<file path="src/rtl/implication_pkg.sv">
// rtl/implication_pkg.sv - shared limits for the implication responder
package implication_pkg;
   localparam int LATENCY_MAX = 8;
   localparam int PENDING_MAX = 15;
   localparam int PENDING_W   = 4;
endpackage

</file>
<file path="src/rtl/pulse_delay_line.sv">
// rtl/pulse_delay_line.sv - DEPTH-cycle single-bit pulse delay, wire when DEPTH=0
module pulse_delay_line #(
   parameter int DEPTH = 1
) (
   input  logic clk,
   input  logic rst,
   input  logic din,
   output logic dout
);

   generate
      if (DEPTH == 0) begin : g_pass
         wire unused_pass = clk | rst;
         assign dout = din;
      end else begin : g_shift
         logic [DEPTH-1:0] stages;

         // Pulses sampled during reset never enter the line.
         always_ff @(posedge clk) begin
            if (rst) stages <= '0;
            else     stages <= (stages << 1) | DEPTH'(din);
         end

         assign dout = stages[DEPTH-1];
      end
   endgenerate

endmodule

</file>
<file path="src/rtl/implication_responder.sv">
// rtl/implication_responder.sv - issues one consequent per antecedent after LATENCY cycles
module implication_responder
   import implication_pkg::*;
#(
   parameter int LATENCY      = 1,
   parameter int MAX_PENDING  = 4,
   parameter int EMBED_CHECKS = 1
) (
   input  logic                 clk,
   input  logic                 rst,
   input  logic                 antecedent,
   input  logic                 consequent_ready,
   output logic                 consequent,
   output logic [PENDING_W-1:0] pending,
   output logic                 overflow
);

   generate
      if (LATENCY < 0 || LATENCY > LATENCY_MAX) begin : g_bad_latency
         $fatal(1, "implication_responder: LATENCY out of range 0..8");
      end
      if (MAX_PENDING < 1 || MAX_PENDING > PENDING_MAX) begin : g_bad_pending
         $fatal(1, "implication_responder: MAX_PENDING out of range 1..15");
      end
   endgenerate

   logic               due_now;
   logic               avail;
   logic [PENDING_W:0] next_sum;

   pulse_delay_line #(.DEPTH(LATENCY)) u_delay (
      .clk  (clk),
      .rst  (rst),
      .din  (antecedent),
      .dout (due_now)
   );

   assign avail      = (pending != '0) || due_now;
   assign consequent = avail && consequent_ready;

   // One extra bit so a due pulse on a full counter is seen as overflow, not a wrap.
   assign next_sum = {1'b0, pending} + (PENDING_W+1)'(due_now) - (PENDING_W+1)'(consequent);

   always_ff @(posedge clk) begin
      if (rst) begin
         pending  <= '0;
         overflow <= 1'b0;
      end else if (next_sum > (PENDING_W+1)'(MAX_PENDING)) begin
         pending  <= PENDING_W'(MAX_PENDING);
         overflow <= 1'b1;
      end else begin
         pending  <= next_sum[PENDING_W-1:0];
      end
   end

   generate
      if (EMBED_CHECKS != 0) begin : g_checks
         logic past_valid;
         logic expect_due;

         always_ff @(posedge clk) begin
            if (rst) past_valid <= 1'b0;
            else     past_valid <= 1'b1;
         end

         // Independent record of which antecedent should be falling due now.
         if (LATENCY == 0) begin : g_hist0
            assign expect_due = antecedent;
         end else begin : g_hist
            logic [LATENCY-1:0] hist;
            always_ff @(posedge clk) begin
               if (rst) hist <= '0;
               else     hist <= (hist << 1) | LATENCY'(antecedent);
            end
            assign expect_due = hist[LATENCY-1];
         end

         a_latency: assert property (@(posedge clk) disable iff (rst)
            (expect_due && consequent_ready && !overflow) |-> consequent);
         a_bound: assert property (@(posedge clk) disable iff (rst || !past_valid)
            pending <= PENDING_W'(MAX_PENDING));
         a_sticky: assert property (@(posedge clk) disable iff (rst)
            (past_valid && $past(overflow)) |-> overflow);
         a_avail: assert property (@(posedge clk) disable iff (rst)
            consequent |-> avail);
      end
   endgenerate

endmodule

</file>
<file path="config.mk">
export PLATFORM = sky130hd
export DESIGN_NAME = implication_responder
export DESIGN_NICKNAME = d
export VERILOG_FILES = /design/src/rtl/implication_pkg.sv /design/src/rtl/pulse_delay_line.sv /design/src/rtl/implication_responder.sv
export SDC_FILE = /design/constraint.sdc
export NUM_CORES = 1
export LEC_CHECK = 0
export ABC_AREA = 1
export CORE_AREA = 2 2 39 41
export CTS_BUF_LIST = sky130_fd_sc_hd__clkbuf_4
export DETAILED_ROUTE_END_ITERATION = 10
export DIE_AREA = 0 0 41 43
export GPL_TIMING_DRIVEN = 0
export SLEW_MARGIN = 40
export SYNTH_ARGS = -nofsm -noshare
export SYNTH_HDL_FRONTEND = slang
export SYNTH_SLANG_ARGS = --single-unit
</file>
<file path="constraint.sdc">
create_clock -name clk -period 2.7 [get_ports clk]
set_input_delay 0.54 -clock clk [delete_from_list [all_inputs] [get_ports clk]]
set_output_delay 0.54 -clock clk [all_outputs]
set_load 0.03 [all_outputs]
</file>
==> impl_metrics.yaml <==
synthesis:
  synth_seq_cells: 6
  synthTopCellsByArea: "dfxtp_1, ha_1, inv_1"
  yosysWarnings: 0
  synth_cells: 59
  yosys.area.top_type: "dfxtp_1"
  post_synth_num_cell_types: 14
  mappedNetlistArea_um2: 423
  synth_sequential_area_ratio_pct: 28.4
  post_synth_top_area_share_pct: 28.4
  synth_area_per_inst_um2: 7.17
  synth_fp_nets: 70
sta:
  final.hold.worst_slack_ns: 0.537
  finalHoldViolCount: 0
  setup_total_negative_slack_ns: 0
  timing.final.setup_violations: 0
  final_critical_path_setup_slack_ns: 0.229
  timing.fmax_ghz: 0.405
  clock-skew-final_ns: 0.00258
  finalCriticalPeriod_ns: 2.47
  rsz0062_at_grt: "no"
  fin_crit_sh_pct: 91.5
  final-max-slew-violation-count: 0
min_path:
  holdCritStartpoint: "overflow"
  hold_path.class: "register to register"
worst_setup_path:
  critical_path.cell_chain: "inv_1, ha_1, nand3_1, o21a_2, ha_1, inv_1, ha_1, inv_1, fa_1, nand2_1, nand3_1, nand2_1, nor2_4, nand3_1, nand2_1, inv_1"
  worstSetupPathType: "register to register"
  max_fanout_on_critical_path: 4
  cp-end-kind: "register"
  timing.critical_path.from: "pending[3]"
  critical_path.reg2reg.startpoint: "pending[3]"
  worstPathBufferInverterCount: 4
  arrival_time_of_data_at_the_critical_path_endpoint_ns: 2.61
  critical-path-slowest-cell: "fa_1"
  start_kind: "register"
  crit_path_leading_delay_family: "adder cells"
  crit_path_frequent_cell: "inv_1"
  max_stage_delay_on_crit_path_ns: 0.50
  timing.critical_path.required_ns: 2.84
placement:
  dpl_worst_slack_ns: -0.0302
  dpl.cell_count: 84
  dpl-instance-area_um2: 536
  count_of_port_buffers_added_during_placement: 9
  place.detailed.hpwl_um: 618
  place.gp.congestion: 0.652
final_layout:
  syn2layout_area_growth_pct: 33.1
  drive_gt1_share_pct: 16.9
  multi_input_comb_area_um2: 245
  final_cell_area_um2: 563
  seqCellArea_um2: 121
  num-nets-final: 84
  insertedDiodeCount: 0
  layout.cells.non_filler: 87
  fill_cells: 150
  finalCoreUtilization_pct: 40.7
global_routing:
  grt.total_usage_pct: 11.2
  antenna_found_initial: 0
  grt_overflow_total: 0
  wire_length_of_the_first_global_routing_pass_um: 1290
  grt_start_max_net_pins: 5
  via_count_of_the_first_global_routing_pass: 342
detailed_routing:
  ant_nets: 0
  drtPass1Iterations: 2
  detailedRoute.firstIterationViolations: 3
  vias: 370
  routed_wire_per_std_cell_um: 7.87
  vias_per_cell: 4.25
  route.detailed.drc: 0
  route.final.wire_length_um: 685
floorplan:
  fp.coreArea_mm2: 0.00138
  effective_utilization_at_floorplan_pct: 30.6
  floorplan.rows: 14
  die_area_mm2: 0.00176
  die_height_um: 43
  ios: 10
  die-width_um: 41
clock_tree:
  cts_tree: "built"
  numCtsBuffers: 3
  ctsLongestPathBuffers: 2
  clock-sinks: 6
  ctsHtreeMaxLevel: 1
  cts_hold_repair.buffers: 0
  clkLatencyLatePin_ns: 0.24
  path_clk_slew_ns: 0.04
  clk_root_buffer_cell: "clkbuf_4"
power_and_ir_drop:
  powerDensity_mw_per_mm2: 541
  leakage_nw: 0.297
  total_power_uw: 304
  peakVddDrop_v: 0.000256
run_status:
  outcome: "finished clean"
flow_run:
  cap_violations: 0
[Yosys cell counts]
master / count
inv_1: 17
nand2_1: 10
nand3_1: 7
dfxtp_1: 6
ha_1: 6
nor2_1: 3
nand2_2: 2
nor2_2: 2
a21oi_1: 1
a21oi_2: 1
conb_1: 1
fa_1: 1
nand3_2: 1
o21a_1: 1
[layer usage]
layer | track usage [%] | wire, um | part of all wire (%) | vias to the layer above
li1 | - | - | - | 199
met1 | 13.3 | 308 | 45 | 161
met2 | 16.3 | 325 | 47 | 8
met3 | 1.57 | 37 | 5.4 | 2
met4 | 10.0 | 12 | 1.8 | 0
met5 | 0 | 0 | 0 | -
[placed cells by master, fill, tap and decap left out]
cell              n
a21oi_1           1
a21oi_2           1
clkbuf_4          3
clkdlybuf4s50_1   9
conb_1            1
dfxtp_1           5
dfxtp_2           1
fa_1              1
ha_1              6
inv_1            16
inv_2             1
nand2_1          10
nand2_2           2
nand3_1           7
nand3_2           1
nor2_1            3
nor2_2            1
nor2_4            1
o21a_2            1
[power by group]
group	total (mW)	switching, mW	internal (mW)
Clock	0.0784	0.0283	0.0500
Sequential	0.103	0.00590	0.0966
Combinational	0.124	0.0728	0.0507
Total	0.304	0.107	0.197
[path summary, 6_finish.rpt]
kind | to | slack (ns) | cells after the start
worst max-delay path | pending[2] | 0.23 | 16
worst min-delay path | overflow | 0.54 | 4
worst max register to register | pending[2] | 0.23 | 16
worst min register to register | overflow | 0.54 | 4
[cell families after synthesis]
group | Yosys count | synth area share [%]
flip-flops | 6 | 28.4
AO/OA/AOI/OAI | 3 | 5.03
adder cells (fa/ha/maj) | 7 | 22.5
other | 1 | 0.887
buffers and inverters | 17 | 15.1
AND/OR/NAND/NOR | 25 | 28.1
[worst min-delay path, stage by stage (launching register included)]
cell and delay (ns):
dfxtp_1 0.32, inv_1 0.04, nand3_1 0.06, nand2_1 0.04
inv_1 0.04
[state kept, by name, summed over array words and instances, names as in the netlist]
signal        count
pending           4
overflow          1
u_delay.dout      1
[layout make-up]
type / instances / area share, %
multi-input combinational: 36 / 43.6
sequential: 6 / 21.6
timing repair buffer: 9 / 16.0
inverter: 17 / 11.3
clock buffer: 3 / 4.00
tap: 16 / 3.56
[what timing repair did]
action	in CTS	in global routing
resized for setup	0	2
endpoints found under the setup margin	0	3
buffers inserted	0	0
Note: power is estimated with default switching activity, not from simulation.
